`config.mk`:
```
export PLATFORM = sky130hd
export DESIGN_NAME = mmio_uart_fifo
export DESIGN_NICKNAME = d
export VERILOG_FILES = /design/src/rtl/mmio_uart_pkg.sv /design/src/rtl/sync_fifo.sv /design/src/rtl/mmio_uart_fifo.sv
export SDC_FILE = /design/constraint.sdc
export NUM_CORES = 1
export LEC_CHECK = 0
export CELL_PAD_IN_SITES_DETAIL_PLACEMENT = 1
export CELL_PAD_IN_SITES_GLOBAL_PLACEMENT = 2
export CORE_MARGIN = 2
export CORE_UTILIZATION = 39
export CTS_BUF_LIST = sky130_fd_sc_hd__clkbuf_4
export CTS_CLUSTER_DIAMETER = 120
export CTS_CLUSTER_SIZE = 12
export DETAILED_ROUTE_END_ITERATION = 7
export GPL_ROUTABILITY_DRIVEN = 1
export GPL_TIMING_DRIVEN = 0
export PLACE_DENSITY = 0.87
export SLEW_MARGIN = 20
export SYNTH_ARGS = -nofsm -noshare
export SYNTH_HDL_FRONTEND = slang
export SYNTH_HIERARCHICAL = 1
export SYNTH_SLANG_ARGS = --single-unit
```
`constraint.sdc`:
```
create_clock -name clk -period 5.37 [get_ports clk]
set_clock_uncertainty 0.1 [all_clocks]
set_input_delay 1.611 -clock clk [delete_from_list [all_inputs] [get_ports clk]]
set_output_delay 1.611 -clock clk [all_outputs]
set_load 0.01 [all_outputs]
```
`src/rtl/mmio_uart_pkg.sv`:
```
// Shared register map, status bit positions and FSM encodings for the MMIO UART/GPIO peripheral.
package mmio_uart_pkg;

    localparam int unsigned OFS_W = 5;

    localparam logic [OFS_W-1:0] OFS_DATA   = 5'd0;
    localparam logic [OFS_W-1:0] OFS_STATUS = 5'd1;
    localparam logic [OFS_W-1:0] OFS_RXCNT  = 5'd2;
    localparam logic [OFS_W-1:0] OFS_TXCNT  = 5'd3;
    localparam logic [OFS_W-1:0] OFS_GPO    = 5'd8;
    localparam logic [OFS_W-1:0] OFS_GPI    = 5'd16;

    localparam int unsigned ST_RX_NONEMPTY = 0;
    localparam int unsigned ST_TX_FULL     = 1;
    localparam int unsigned ST_RX_OVF      = 2;
    localparam int unsigned ST_TX_OVF      = 3;
    localparam int unsigned ST_TX_IDLE     = 4;

    typedef enum logic [1:0] {
        TX_IDLE = 2'd0,
        TX_LOAD = 2'd1,
        TX_WAIT = 2'd2
    } tx_state_e;

    typedef enum logic {
        RX_IDLE = 1'b0,
        RX_ACK  = 1'b1
    } rx_state_e;

endpackage

```
`src/rtl/sync_fifo.sv`:
```
// Single-clock FIFO with combinational head; a push into a full FIFO is taken when a pop happens in the same cycle.
module sync_fifo
    import mmio_uart_pkg::*;
#(
    parameter int unsigned WIDTH = 8,
    parameter int unsigned DEPTH = 8
) (
    input  logic                     clk,
    input  logic                     reset,
    input  logic                     push,
    input  logic                     pop,
    input  logic [WIDTH-1:0]         din,
    output logic [WIDTH-1:0]         dout,
    output logic [$clog2(DEPTH):0]   count,
    output logic                     full,
    output logic                     empty
);

    localparam int unsigned AW = $clog2(DEPTH);
    localparam int unsigned CW = AW + 1;

    logic [WIDTH-1:0] mem_q [DEPTH];
    logic [AW-1:0]    wr_ptr_q;
    logic [AW-1:0]    rd_ptr_q;
    logic [CW-1:0]    count_q;
    logic             do_push;
    logic             do_pop;

    assign empty   = (count_q == '0);
    assign full    = (count_q == CW'(DEPTH));
    assign do_pop  = pop & ~empty;
    assign do_push = push & (~full | do_pop);
    assign dout    = mem_q[rd_ptr_q];
    assign count   = count_q;

    // Storage array: written on accepted pushes, not reset.
    always_ff @(posedge clk) begin
        if (do_push) begin
            mem_q[wr_ptr_q] <= din;
        end
    end

    // Pointers wrap naturally at power-of-2 depth; count tracks occupancy.
    always_ff @(posedge clk) begin
        if (reset) begin
            wr_ptr_q <= '0;
            rd_ptr_q <= '0;
            count_q  <= '0;
        end else begin
            if (do_push) begin
                wr_ptr_q <= wr_ptr_q + AW'(1);
            end
            if (do_pop) begin
                rd_ptr_q <= rd_ptr_q + AW'(1);
            end
            count_q <= count_q + CW'(do_push) - CW'(do_pop);
        end
    end

endmodule

```
`src/rtl/mmio_uart_fifo.sv`:
```
// MMIO peripheral: GPIO bank plus UART byte engine with RX/TX FIFOs, status and occupancy counts.
module mmio_uart_fifo
    import mmio_uart_pkg::*;
#(
    parameter logic [15:0] BASE       = 16'hffe0,
    parameter int unsigned RX_DEPTH   = 8,
    parameter int unsigned TX_DEPTH   = 8,
    parameter int unsigned GPIO_BYTES = 4
) (
    input  logic                      clk,
    input  logic                      reset,
    input  logic [15:0]               addr,
    input  logic [7:0]                data_in,
    input  logic                      write_en,
    input  logic                      read_en,
    output logic [7:0]                data_out,
    output logic                      hit,
    input  logic [8*GPIO_BYTES-1:0]   io_inputs,
    output logic [8*GPIO_BYTES-1:0]   io_outputs,
    output logic [7:0]                uart_in,
    output logic                      uart_write_en,
    input  logic                      uart_txbuf_empty,
    input  logic [7:0]                uart_out,
    input  logic                      uart_data_avail,
    output logic                      uart_clear_avail
);

    localparam int unsigned GPIO_W = 8 * GPIO_BYTES;
    localparam int unsigned RXCW   = $clog2(RX_DEPTH) + 1;
    localparam int unsigned TXCW   = $clog2(TX_DEPTH) + 1;

    logic              write_en_q, read_en_q;
    logic              wr_go, rd_go, in_win;
    logic [OFS_W-1:0]  ofs;

    tx_state_e         tx_state_q, tx_state_d;
    rx_state_e         rx_state_q, rx_state_d;
    logic              rx_ovf_q, rx_ovf_d;
    logic              tx_ovf_q, tx_ovf_d;
    logic [GPIO_W-1:0] io_outputs_q, io_outputs_d;
    logic [7:0]        data_out_q, data_out_d;
    logic              hit_q, hit_d;
    logic [7:0]        uart_in_q, uart_in_d;
    logic              uart_write_en_q, uart_write_en_d;
    logic              uart_clear_avail_q, uart_clear_avail_d;

    logic              rx_push, rx_pop, rx_full, rx_empty;
    logic              tx_push, tx_pop, tx_full, tx_empty;
    logic [7:0]        rx_dout, tx_dout;
    logic [RXCW-1:0]   rx_count;
    logic [TXCW-1:0]   tx_count;
    logic [7:0]        status;
    logic [7:0]        rd_data;

    assign in_win  = (addr[15:5] == BASE[15:5]);
    assign ofs     = addr[4:0];
    assign wr_go   = write_en & ~write_en_q;
    assign rd_go   = read_en & ~read_en_q;

    assign rx_pop  = rd_go & in_win & (ofs == OFS_DATA);
    assign rx_push = (rx_state_q == RX_IDLE) & uart_data_avail;
    assign tx_push = wr_go & in_win & (ofs == OFS_DATA);
    assign tx_pop  = (tx_state_q == TX_LOAD);

    sync_fifo #(.WIDTH(8), .DEPTH(RX_DEPTH)) u_rx_fifo (
        .clk   (clk),
        .reset (reset),
        .push  (rx_push),
        .pop   (rx_pop),
        .din   (uart_out),
        .dout  (rx_dout),
        .count (rx_count),
        .full  (rx_full),
        .empty (rx_empty)
    );

    sync_fifo #(.WIDTH(8), .DEPTH(TX_DEPTH)) u_tx_fifo (
        .clk   (clk),
        .reset (reset),
        .push  (tx_push),
        .pop   (tx_pop),
        .din   (data_in),
        .dout  (tx_dout),
        .count (tx_count),
        .full  (tx_full),
        .empty (tx_empty)
    );

    // Assemble the STATUS register view.
    always_comb begin
        status                 = '0;
        status[ST_RX_NONEMPTY] = ~rx_empty;
        status[ST_TX_FULL]     = tx_full;
        status[ST_RX_OVF]      = rx_ovf_q;
        status[ST_TX_OVF]      = tx_ovf_q;
        status[ST_TX_IDLE]     = tx_empty & (tx_state_q == TX_IDLE);
    end

    // Read mux over the register map; DATA shows the pre-pop RX head.
    always_comb begin
        rd_data = '0;
        case (ofs)
            OFS_DATA:   rd_data = rx_empty ? 8'h00 : rx_dout;
            OFS_STATUS: rd_data = status;
            OFS_RXCNT:  rd_data = 8'(rx_count);
            OFS_TXCNT:  rd_data = 8'(tx_count);
            default:    ;
        endcase
        for (int n = 0; n < int'(GPIO_BYTES); n++) begin
            if (ofs == (OFS_GPO + 5'(n))) rd_data = io_outputs_q[8*n +: 8];
            if (ofs == (OFS_GPI + 5'(n))) rd_data = io_inputs[8*n +: 8];
        end
    end

    // Next-state for both FSMs, sticky flags, GPIO latch and registered outputs.
    always_comb begin
        tx_state_d         = tx_state_q;
        rx_state_d         = rx_state_q;
        rx_ovf_d           = rx_ovf_q;
        tx_ovf_d           = tx_ovf_q;
        io_outputs_d       = io_outputs_q;
        uart_in_d          = uart_in_q;
        uart_write_en_d    = 1'b0;
        uart_clear_avail_d = 1'b0;
        hit_d              = in_win;
        data_out_d         = in_win ? rd_data : 8'h00;

        case (tx_state_q)
            TX_IDLE: if (~tx_empty & uart_txbuf_empty) tx_state_d = TX_LOAD;
            TX_LOAD: tx_state_d = TX_WAIT;
            TX_WAIT: if (~uart_txbuf_empty) tx_state_d = TX_IDLE;
            default: tx_state_d = TX_IDLE;
        endcase

        case (rx_state_q)
            RX_IDLE: if (uart_data_avail) rx_state_d = RX_ACK;
            RX_ACK:  if (~uart_data_avail) rx_state_d = RX_IDLE;
            default: rx_state_d = RX_IDLE;
        endcase

        // Clear-on-write first so a same-cycle overflow still wins.
        if (wr_go & in_win & (ofs == OFS_STATUS)) begin
            if (data_in[ST_RX_OVF]) rx_ovf_d = 1'b0;
            if (data_in[ST_TX_OVF]) tx_ovf_d = 1'b0;
        end
        if (rx_push & rx_full & ~rx_pop) rx_ovf_d = 1'b1;
        if (tx_push & tx_full & ~tx_pop) tx_ovf_d = 1'b1;

        for (int n = 0; n < int'(GPIO_BYTES); n++) begin
            if (wr_go & in_win & (ofs == (OFS_GPO + 5'(n)))) begin
                io_outputs_d[8*n +: 8] = data_in;
            end
        end

        // Outputs are registered copies of the upcoming state decode; head is stable from IDLE into LOAD.
        if (tx_state_d == TX_LOAD) begin
            uart_write_en_d = 1'b1;
            uart_in_d       = tx_dout;
        end
        uart_clear_avail_d = (rx_state_d == RX_ACK);
    end

    // State and output registers with synchronous reset.
    always_ff @(posedge clk) begin
        if (reset) begin
            write_en_q         <= 1'b0;
            read_en_q          <= 1'b0;
            tx_state_q         <= TX_IDLE;
            rx_state_q         <= RX_IDLE;
            rx_ovf_q           <= 1'b0;
            tx_ovf_q           <= 1'b0;
            io_outputs_q       <= '0;
            data_out_q         <= '0;
            hit_q              <= 1'b0;
            uart_in_q          <= '0;
            uart_write_en_q    <= 1'b0;
            uart_clear_avail_q <= 1'b0;
        end else begin
            write_en_q         <= write_en;
            read_en_q          <= read_en;
            tx_state_q         <= tx_state_d;
            rx_state_q         <= rx_state_d;
            rx_ovf_q           <= rx_ovf_d;
            tx_ovf_q           <= tx_ovf_d;
            io_outputs_q       <= io_outputs_d;
            data_out_q         <= data_out_d;
            hit_q              <= hit_d;
            uart_in_q          <= uart_in_d;
            uart_write_en_q    <= uart_write_en_d;
            uart_clear_avail_q <= uart_clear_avail_d;
        end
    end

    assign data_out         = data_out_q;
    assign hit              = hit_q;
    assign io_outputs       = io_outputs_q;
    assign uart_in          = uart_in_q;
    assign uart_write_en    = uart_write_en_q;
    assign uart_clear_avail = uart_clear_avail_q;

endmodule
```
==> results of run 1 <==
registers in the layout (all words and copies together), names as in the netlist, named ones only:
signal              flops
data_out                8
hit                     1
io_outputs             32
read_en_q               1
rx_ovf_q                1
tx_ovf_q                1
tx_state_q              2
u_rx_fifo/count         4
u_rx_fifo/mem_q        64
u_rx_fifo/rd_ptr_q      3
u_rx_fifo/wr_ptr_q      3
u_tx_fifo/count         4
u_tx_fifo/mem_q        64
u_tx_fifo/rd_ptr_q      3
u_tx_fifo/wr_ptr_q      3
uart_clear_avail        1
uart_in                 8
uart_write_en           1
write_en_q              1
cell usage after synthesis (all sizes together) (5+ instances only):
master	count
edfxtp	128
or3	8
buf	24
nand4	8
mux4	32
nand3	29
o22a	5
nor2b	21
nor3b	11
mux2	20
nand2b	12
a22o	5
mux2i	32
inv	17
nor4	8
nand2	57
clkbuf	19
ha	14
o21ai	20
nor2	63
dfxtp	83
nor3	15
o211ai	6
a21oi	39
routing by layer:
metal  vias up  track usage, %  wire, µm
met2       193           36.80     13460
li1       3093               -         -
met3        42           3.230      1190
met5         -               0         0
met4         0           5.909       716
met1      3377           27.23     11520
layout by cell type, fill, tap and decap left out, types with 3 or more instances in the layout:
master and count:
edfxtp_1 128, clkdlybuf4s50_1 120, dfxtp_1 83, nor2_1 61
nand2_1 54, a21oi_1 39, clkbuf_4 35, mux2i_1 32
mux4_2 32, nand3_1 27, nor2b_1 21, mux2_2 20
clkbuf_1 19, o21ai_0 19, inv_1 17, buf_2 14
ha_1 14, nand2b_1 12, nor3b_1 10, nor3_2 9
or3_1 8, buf_6 6, nor3_1 6, nand4_1 6
o211ai_1 6, buf_1 5, a22o_1 5, o22a_1 5
nor4_2 5, buf_4 4, a41oi_1 4, nand3b_1 4
o2bb2ai_1 4, or3b_1 3, a32o_1 3, nand4b_1 3
o311ai_0 3, a211oi_1 3
kinds of logic (layout without fill, tap and decap cells):
kind of cell    Yosys count  after routing  share of synthesized area (%)
other cells               0              1                              0
compound gates          110            110                          7.697
fa+ha+maj                16             16                          2.283
flops                   211            211                          58.39
buf+inv                  60            222                          3.119
xor+xnor                  2              2                         0.1858
simple gates            255            255                          14.89
mux                      84             84                          13.43
path summary, 6_finish.rpt:
kind                                 start                    end  slack [ns]  cells past startpoint
worst max-delay path               addr[0]  u_rx_fifo/mem_q[3][2]        0.58                      8
worst min-delay path            uart_in[4]             uart_in[4]        0.37                      2
worst max register to register  write_en_q  u_tx_fifo/mem_q[3][3]        1.93                      6
worst min register to register  uart_in[4]             uart_in[4]        0.37                      2
tightest hold or removal path: stages, from the launching register on:
cell and delay [ns]:
dfxtp_1 0.33, nand2_1 0.05, a21oi_1 0.05
per-stage QoR:
step	std cells	utilization, %	power (mW)	setup slack [ns]
2_1_floorplan	738	-	1.950	0.9425
3_3_place_gp	1177	46.70	2.079	-0.7253
3_5_place_dp	1182	47.08	2.096	-0.3439
4_1_cts	1219	48.33	2.962	0.3416
5_1_grt	1220	48.38	3.046	0.2977
6_report	1220	48.38	2.920	0.5811
area by class of cell:
| class | count | area (µm²) |
|---|---|---|
| buffer | 43 | 230.2 |
| sequential | 211 | 5505 |
| tap | 319 | 399.1 |
| clock buffer | 35 | 262.8 |
| antenna | 1 | 2.502 |
| timing repair buffer | 125 | 1229 |
| multi-input combinational | 467 | 3699 |
| clock inverter | 2 | 33.78 |
| fill | 2510 | 12190 |
| inverter | 17 | 63.81 |
report_power, final:
| part | total, mW | internal, mW | switching [mW] |
|---|---|---|---|
| Clock | 0.861 | 0.341 | 0.519 |
| Combinational | 0.295 | 0.129 | 0.165 |
| Sequential | 1.76 | 1.75 | 0.0172 |
| Total | 2.92 | 2.22 | 0.702 |
==> out/summary.md, run 1 <==
* Routed Wire Length: 26.89 mm
* clock insertion delay at the later pin of the skew report: 0.66 ns
* maximum fanout encountered on the critical timing path: 10
* post-cts hold buffer count: 0
* DRT iter0 DRCs: 307
* sequential-to-total area share from yosys stat: 58.39%
* library cells used by synthesis: 69
* Critical Path, Cell by Cell: clkdlybuf4s50_1 > buf_4 > nor2_1 > nand2_1 > nor4_1 > nor2b_1 > o21ai_0 > nor2_1
* share of post-route cells with drive strength above 1: 15.89%
* Tightest Hold Check Type: reg -> reg
* final setup violation count: 0
* detailed-router iteration count before antenna repair: 5
* starting density of the core: 39.93%
* crit end category: register
* number of antenna violations at the first check in global routing: 1
* Avg Vias per Cell: 5.496
* die outline area: 0.02543 mm²
* post-synth top area share: 40.77%
* time the worst path needs with I/O delays and setup: 4.789 ns
* setup repair after global routing missed its margin: false
* residual antenna-violating net count after detailed routing: 0
* top_reg_cell synth: edfxtp_1
* area of the placeable core: 0.02361 mm²
* Post-synth EDFFs: 128
* number of violations of the max-capacitance limit: 0
* global-route wire length before repair: 41.86 mm
* kind of start point of the critical path: input pin
* total track usage: 21.07%
* data arrival at the endpoint of the critical path: 4.95 ns
* relative area change from synthesis to final layout: 21.18%
* critical path's top delay family: simple AND/OR/NAND/NOR gates
* post-synthesis register bit count: 211
* Slew headroom: 35.78%
* Yosys warnings: 6
* Worst-path clk slew: 0.13 ns
* worst-case clock buffer depth: 3
* status: completed
* worst path buffer plus inverter count: 2
* gpl congestion: 0.8442
* detailed placer's ending HPWL: 20.35 mm
* Synth area leader: edfxtp_1
* routed len/inst: 22.04 µm
* horizontal extent of the die: 159.5 µm
* CTS tree: built
* area of the mapped netlist: 0.009428 mm²
* pwr dens: 255.6 mW/mm²
* quantity of I/O buffers inserted on ports: 120
* layout net count: 972
* type of the setup path with the least slack: in -> reg
* Tightest Pin Transition: 0.9553 ns
* Leak Pwr: 3.887 nW
* number of sinks handled by clock tree synthesis: 211
* DRC violations left: 0
* final cycle utilization of the critical path: 89.18%
* library cell used as clock root buffer: clkbuf_4
* critical path's most frequent cell: nor2_1
* boundary pin count: 121
* pin count of the biggest net entering global routing: 19
* Core Rows: 56
* Synth area leaders: edfxtp_1 41%, dfxtp_1 18%, mux4_2 7.6%, mux2i_1 3.4%, nor2_1 2.4%
* Gates resized, CTS repair: 0
* number of H-tree branching levels: 1
* final design instance area without fill: 0.01142 mm²
* Slew Limit Fails: 0
* Peak supply drop: 0.1934 mV
* data required time at the worst endpoint: 5.53 ns
* height of the die: 159.5 µm
* async set-reset flop share out of synthesis: 0%
* Hold Slack: 0.3669 ns
* syn_area_per_cell: 12.77 µm²
* final count of hold timing violations: 0
* vias in the first global route: 7112
* critical path's slowest cell: nor2_1
* Post-Place Cell Area: 0.01112 mm²
* buffer count from post-CTS setup fixing: 0
* Post-Syn Nets: 824
* Syn Inst Count: 738
* setup_tns: 0 ns
* DR vias: 6705
* maximum cell stage delay along the critical path: 0.70 ns
* total gr overflow: 0
* Num CTS Buffers: 21
* highest attainable clock frequency: 208.8 MHz
Note: power is estimated with default switching activity, not from simulation.
==> run 2: changes to the inputs <==
--- a/config.mk
+++ b/config.mk
@@ -7,15 +7,16 @@
 export LEC_CHECK = 0
 export CELL_PAD_IN_SITES_DETAIL_PLACEMENT = 1
 export CELL_PAD_IN_SITES_GLOBAL_PLACEMENT = 2
+export CORE_ASPECT_RATIO = 0.8
 export CORE_MARGIN = 2
-export CORE_UTILIZATION = 39
+export CORE_UTILIZATION = 35
 export CTS_BUF_LIST = sky130_fd_sc_hd__clkbuf_4
 export CTS_CLUSTER_DIAMETER = 120
 export CTS_CLUSTER_SIZE = 12
 export DETAILED_ROUTE_END_ITERATION = 7
 export GPL_ROUTABILITY_DRIVEN = 1
 export GPL_TIMING_DRIVEN = 0
-export PLACE_DENSITY = 0.87
+export PLACE_DENSITY = 0.82
 export SLEW_MARGIN = 20
 export SYNTH_ARGS = -nofsm -noshare
 export SYNTH_HDL_FRONTEND = slang
==> constraint.sdc (replaced) <==
create_clock -name clk -period 4.4 [get_ports clk]
set_clock_uncertainty 0.1 [all_clocks]
set_input_delay 1.32 -clock clk [delete_from_list [all_inputs] [get_ports clk]]
set_output_delay 1.32 -clock clk [all_outputs]
set_load 0.01 [all_outputs]
==> run 2 against run 1 <==
Net effect:
- final area grew 0.80%
- final cell count grew 3.1%
- wire length grew 3.3%
- global-route usage shrank 1.6 points
==> out/summary.md, run 2 (synthesis gave the netlist of run 1 again) <==
* quantity of I/O buffers inserted on ports: 120, unchanged
* Hold Slack: 0.3620 ns, -0.004894 ns
* CTS tree: built
* routed len/inst: 22.08 µm, +0.16%
* clock insertion delay at the later pin of the skew report: 0.67 ns, about the same
* Core Rows: 53, -5.4%
* total track usage: 19.46%, -1.6 points
* setup repair after global routing missed its margin: false
* Slew headroom: 16.71%, -19 points
* Num CTS Buffers: 21, unchanged
* library cell used as clock root buffer: clkbuf_4
* global-route wire length before repair: 41.71 mm, -0.35%
* commonest cells after routing, fill and taps aside: 128 x edfxtp_1, 120 x clkdlybuf4s50_1, 83 x dfxtp_1, 58 x nor2_1, 54 x nand2_1
* number of cells in the finished layout apart from fillers: 1258, +3.1%
* total gr overflow: 0, unchanged
* reg2reg end: u_tx_fifo/mem_q[3][5]
* crit end category: register
* pwr dens: 308.0 mW/mm², +20%
* highest attainable clock frequency: 234.9 MHz
* CP endpoint: u_tx_fifo/mem_q[3][5]
* area of the placeable core: 0.02639 mm², +12%
* detailed-router iteration count before antenna repair: 5, unchanged
* Tightest Hold Check Type: reg -> reg
* logic depth of the worst path, buffers included: 7, -1
* Leak Pwr: 3.884 nW, about the same
* r2r worst-path depth: 6, unchanged
* placed instance count: 1219, +3.1%
* critical path's top delay family: simple AND/OR/NAND/NOR gates
* critical path's slowest cell: nor2_1
* final setup violation count: 0, unchanged
* maximum cell stage delay along the critical path: 0.72 ns, +0.02 ns
* final count of hold timing violations: 0, unchanged
* kind of start point of the critical path: input pin
* Avg Vias per Cell: 5.313, -3.3%
* Critical Path, Cell by Cell: clkdlybuf4s50_1 > nand4_2 > nor4_4 > nor2b_2 > clkbuf_1 > nand3_1 > nor2_1
* source of the critical timing path: addr[8]
* layout net count: 973, +0.10%
* overall power after layout: 3.546 mW, +21%
* vias in the first global route: 6835, -3.9%
* Peak supply drop: 0.1216 mV, -37%
* residual antenna-violating net count after detailed routing: 0, unchanged
* number of antenna violations at the first check in global routing: 1, unchanged
* type of the setup path with the least slack: in -> reg
* maximum fanout encountered on the critical timing path: 10, unchanged
* commonest non-fill, non-tap cell in the layout: edfxtp_1
* die outline area: 0.02827 mm², +11%
* post-cts hold buffer count: 0, unchanged
* DRT iter0 DRCs: 350, +14%
* Slew Limit Fails: 0, unchanged
* Routed Wire Length: 27.77 mm, +3.3%
* number of H-tree branching levels: 1, unchanged
* worst-case clock buffer depth: 3, unchanged
* status: completed
* number of sinks handled by clock tree synthesis: 211, unchanged
* DRC violations left: 0, unchanged
* relative area change from synthesis to final layout: 22.15%
* data required time at the worst endpoint: 4.56 ns, -0.97 ns
* data arrival at the endpoint of the critical path: 4.42 ns, -0.53 ns
* detailed placer's ending HPWL: 20.42 mm, +0.34%
* worst slack after detailed placement: -0.8497 ns, -0.5058 ns
* starting density of the core: 35.72%, -4.2 points
* worst path buffer plus inverter count: 2, unchanged
* number of violations of the max-capacitance limit: 0, unchanged
* crit path setup slack, layout: 0.1431 ns, -0.4380 ns
* gpl congestion: 0.8413, -0.34%
* setup slack, reg-to-reg: 0.95 ns, -0.98 ns
* boundary pin count: 121, unchanged
* DR vias: 6684, -0.31%
* share of post-route cells with drive strength above 1: 16.44%, +0.56 points
* time the worst path needs with I/O delays and setup: 4.257 ns
* Worst-path clk slew: 0.13 ns, about the same
* final cycle utilization of the critical path: 96.75%
* height of the die: 150.8 µm, -5.4%
* origin of the critical flop-to-flop path: write_en_q
* Tightest Pin Transition: 1.236 ns, +0.2810 ns
* pin count of the biggest net entering global routing: 19, unchanged
* horizontal extent of the die: 187.5 µm, +18%
## run 2: cell types whose count changed in the layout (fill, tap and decap cells not counted), moves of 2 or more
cell and change:
nor3_4 +2, nor3_2 -2, buf_12 +2, nor2_4 +2, nor2_1 -3
## run 2: worst min-delay path by stage
stage | start | to | cells past startpoint
finish | uart_in[6] | uart_in[6] | 2
global route | uart_in[5] | uart_in[5] | 2
CTS | uart_in[6] | uart_in[6] | 2
detailed placement | uart_in[6] | uart_in[6] | 2
global placement | uart_in[5] | uart_in[5] | 2
floorplan | rx_ovf_q | rx_ovf_q | 2
## run 2: layout make-up
type	instances	area, µm²
antenna	1	2.502
buffer	43	230.2
clock buffer	35	262.8
clock inverter	1	6.256
fill	2868	14880
inverter	17	63.81
multi-input combinational	467	3737
sequential	211	5505
tap	357	446.7
timing repair buffer	126	1261
## run 2: per-stage QoR
| step | TNS [ns] | utilization (%) | cell area [µm²] |
|---|---|---|---|
| 2_1_floorplan | 0 | - | 9428 |
| 5_1_grt | 0 | 43.63 | 11520 |
| 6_report | 0 | 43.63 | 11520 |
| 3_5_place_dp | -82.44 | 42.31 | 11170 |
| 4_1_cts | -3.988 | 43.33 | 11430 |
| 3_3_place_gp | -121.17 | 41.96 | 11080 |
## run 2: power by group
group	total, mW	switching [mW]	internal (mW)
Sequential	2.16	0.0224	2.13
Clock	1.01	0.652	0.359
Combinational	0.381	0.218	0.163
Total	3.55	0.892	2.65
## run 2: timing repair
item / 4_1_cts / 5_1_grt
pin swaps: 0 / 3
gates cloned: 0 / 0
endpoints found under the setup margin: 32 / 110
gates resized for setup: 0 / 9
setup buffers: 0 / 2
## run 2: tightest hold or removal path: stages (launching register included)
cell and delay (ns):
dfxtp_1 0.33, nand2_1 0.05, a21oi_1 0.05
## run 2: routing by layer
layer | vias to the layer above | GRT usage [%] | wire, µm
met4 | 0 | 3.740 | 380
met5 | - | 0 | 0
li1 | 3092 | - | -
met1 | 3429 | 27.93 | 12940
met2 | 139 | 31.54 | 13190
met3 | 24 | 3.151 | 1256
==> run 3: changes to the inputs <==
--- a/config.mk
+++ b/config.mk
@@ -5,18 +5,19 @@
 export SDC_FILE = /design/constraint.sdc
 export NUM_CORES = 1
 export LEC_CHECK = 0
+export ABC_AREA = 1
 export CELL_PAD_IN_SITES_DETAIL_PLACEMENT = 1
 export CELL_PAD_IN_SITES_GLOBAL_PLACEMENT = 2
 export CORE_ASPECT_RATIO = 0.8
 export CORE_MARGIN = 2
-export CORE_UTILIZATION = 35
+export CORE_UTILIZATION = 32
 export CTS_BUF_LIST = sky130_fd_sc_hd__clkbuf_4
 export CTS_CLUSTER_DIAMETER = 120
 export CTS_CLUSTER_SIZE = 12
 export DETAILED_ROUTE_END_ITERATION = 7
 export GPL_ROUTABILITY_DRIVEN = 1
 export GPL_TIMING_DRIVEN = 0
-export PLACE_DENSITY = 0.82
+export PLACE_DENSITY = 0.83
 export SLEW_MARGIN = 20
 export SYNTH_ARGS = -nofsm -noshare
 export SYNTH_HDL_FRONTEND = slang
==> run 3 against run 2 <==
Net effect:
- fmax grew 2.1%
- final cell count is 21% higher
- global-route usage fell by 1.3 points
- critical endpoint is now u_tx_fifo/mem_q[3][3]
- largest cell class unchanged
- largest power group unchanged
==> out/summary.md, run 3 <==
* boundary pin count: 121, unchanged
* final cycle utilization of the critical path: 94.77%, -2.0 points
* simple-gate area share of the yosys netlist: 21.56%, +6.7 points
* kind of start point of the critical path: input pin
* DRC violations left: 0, unchanged
* number of sinks handled by clock tree synthesis: 211, unchanged
* setup repair after global routing missed its margin: false
* gpl congestion: 0.7787, -7.4%
* Routed Wire Length: 27.38 mm, -1.4%
* number of violations of the max-capacitance limit: 0, unchanged
* Slew headroom: 29.48%, +13 points
* pwr dens: 314.6 mW/mm², +2.2%
* quantity of I/O buffers inserted on ports: 120, unchanged
* Tightest Pin Transition: 1.054 ns, -0.1825 ns
* type of the setup path with the least slack: in -> reg
* setup_tns: 0 ns, unchanged
* Post-Syn Nets: 1082, +31%
* Worst-path clk slew: 0.16 ns, +0.03 ns
* multi-input logic area: 0.003289 mm², -12%
* dominant combinational cell family by area after synthesis: simple AND/OR/NAND/NOR gates
* adder-cell share of the synthesized area: 2.314%, +0.031 points
* starting density of the core: 32.73%, -3.0 points
* total track usage: 18.11%, -1.3 points
* sequential-to-total area share from yosys stat: 59.19%, +0.79 points
* Seq. cell area: 0.005505 mm², unchanged
* area of the placeable core: 0.02842 mm², +7.7%
* Tightest Hold Check Type: reg -> reg
* status: completed
* async set-reset flop share out of synthesis: 0%, unchanged
* Num CTS Buffers: 21, unchanged
* height of the die: 156.5 µm, +3.8%
* CTS tree: built
* detailed placer's ending HPWL: 20.41 mm, about the same
* data required time at the worst endpoint: 4.58 ns, +0.02 ns
* Synth area leader: edfxtp_1
* overall power after layout: 3.545 mW, about the same
* highest attainable clock frequency: 239.8 MHz, +2.1%
* post-synth top area share: 41.32%, +0.55 points
* final setup violation count: 0, unchanged
* Yosys warnings: 6, unchanged
* global-route wire length before repair: 43.22 mm, +3.6%
* fraction of the core area covered by cells at the end of the flow: 39.65%, -4.0 points
* Core Rows: 55, +3.8%
* die outline area: 0.03046 mm², +7.7%
* Syn Inst Count: 996, +35%
* xor and xnor fraction of the mapped netlist area: 0.1883%, +0.0025 points
* detailed-router iteration count before antenna repair: 5, unchanged
* vias in the first global route: 7618, +11%
* syn_area_per_cell: 9.339 µm², -27%
* DR vias: 7450, +11%
* residual antenna-violating net count after detailed routing: 0, unchanged
* maximum fanout encountered on the critical timing path: 8, -2
* total gr overflow: 0, unchanged
* time the worst path needs with I/O delays and setup: 4.170 ns, -0.08687 ns
* Peak supply drop: 0.1313 mV, +8.0%
* area of the mapped netlist: 0.009301 mm², -1.3%
* DRT iter0 DRCs: 364, +4.0%
* Avg Vias per Cell: 4.888, -8.0%
* Synth area leaders: edfxtp_1 41%, dfxtp_1 18%, nand2_1 6.8%, nor2_1 6.8%, o21ai_1 4.0%
* top_reg_cell synth: edfxtp_1
* Leak Pwr: 4.312 nW, +11%
* routed len/inst: 17.97 µm, -19%
* layout net count: 1225, +26%
* Hold Slack: 0.3850 ns, +0.02303 ns
* library cells used by synthesis: 38, -45%
* commonest cells after routing, fill and taps aside: 168 x nor2_1, 168 x nand2_1, 128 x edfxtp_1, 120 x clkdlybuf4s50_1, 83 x dfxtp_1
* crit end category: register
* pin count of the biggest net entering global routing: 14, -5
* complex-gate fraction of the synthesized area: 11.21%, +3.5 points
* final count of hold timing violations: 0, unchanged
* number of H-tree branching levels: 1, unchanged
* horizontal extent of the die: 194.6 µm, +3.8%
* library cell used as clock root buffer: clkbuf_4
* relative area change from synthesis to final layout: 21.15%
* buffer count from post-CTS setup fixing: 0, unchanged
* post-synthesis register bit count: 211, unchanged
* data arrival at the endpoint of the critical path: 4.35 ns, -0.07 ns
* worst-case clock buffer depth: 3, unchanged
* filler cell count in the final layout: 3317, +16%
* number of antenna violations at the first check in global routing: 3, +2
* top cells by count, synth: 168 x nand2_1, 168 x nor2_1, 128 x edfxtp_1
* clock insertion delay at the later pin of the skew report: 0.66 ns, about the same
* mux cell area share after synthesis: 0%, -13 points
* share of post-route cells with drive strength above 1: 9.549%, -6.9 points
* Post-synth EDFFs: 128, unchanged
* Slew Limit Fails: 0, unchanged
## run 3: worst max-delay path: stages
cell and delay [ns]:
clkdlybuf4s50_1 0.51, nor2_2 0.28, inv_2 0.12, nor2_2 0.28, inv_1 0.15, nor2_1 0.29
clkbuf_1 0.38, nand3_2 0.18, nor2_1 0.83
## run 3: layer usage
layer  up-vias  part of all wire, %  GRT usage [%]
met3        27                  5.7          3.082
met1      3626                   48          25.42
li1       3659                    -              -
met4         0                  1.4          3.077
met2       138                   45          29.82
met5         -                    0              0
## run 3: kinds of logic (layout without fill, tap and decap cells)
kind of cell               count (synthesis)  after routing
xor gates and xnor gates                   2              2
and+or+nand+nor                          439            439
other                                      0              2
adders and majority gates                 16             16
DFF                                      211            211
buffers and inverters                    122            278
AOI/OAI and AO/OA                        206            206
## run 3: worst paths after layout
kind / startpoint / endpoint / slack, ns / cells after the start
setup / recovery: addr[1] / u_tx_fifo/mem_q[3][3] / 0.23 / 9
setup reg to reg: write_en_q / u_tx_fifo/mem_q[3][3] / 1.62 / 6
hold / removal: rx_ovf_q / rx_ovf_q / 0.38 / 2
hold reg to reg: rx_ovf_q / rx_ovf_q / 0.38 / 2
## run 3: cell type report
type	count	share of cell area [%]
Inverter	88	2.931
Tap cell	370	4.108
Clock inverter	2	0.2998
Clock buffer	34	2.265
Sequential cell	211	48.86
Buffer	34	1.643
Timing Repair Buffer	120	10.66
Multi-Input combinational cell	663	29.19
Antenna cell	2	0.04441
## run 3: where the power goes
| group | total, mW | switching, mW | internal [mW] |
|---|---|---|---|
| combinational | 0.331 | 0.205 | 0.126 |
| clock | 1.05 | 0.647 | 0.407 |
| sequential | 2.16 | 0.0256 | 2.13 |
## run 3: repair_timing
item,4_1_cts,5_1_grt
resized for setup,0,1
hold buffers,0,0
endpoints found under the setup margin,0,1
endpoints found under the hold margin,0,0
## run 3: through the flow
stage	instance area [µm²]	worst slack, ns	cells
detailed placement	10970	-0.4114	1486
global route	11270	0.1150	1523
floorplan	9301	0.6913	996
CTS	11250	0.3144	1522
finish	11270	0.2300	1524
global placement	10970	-0.3612	1486
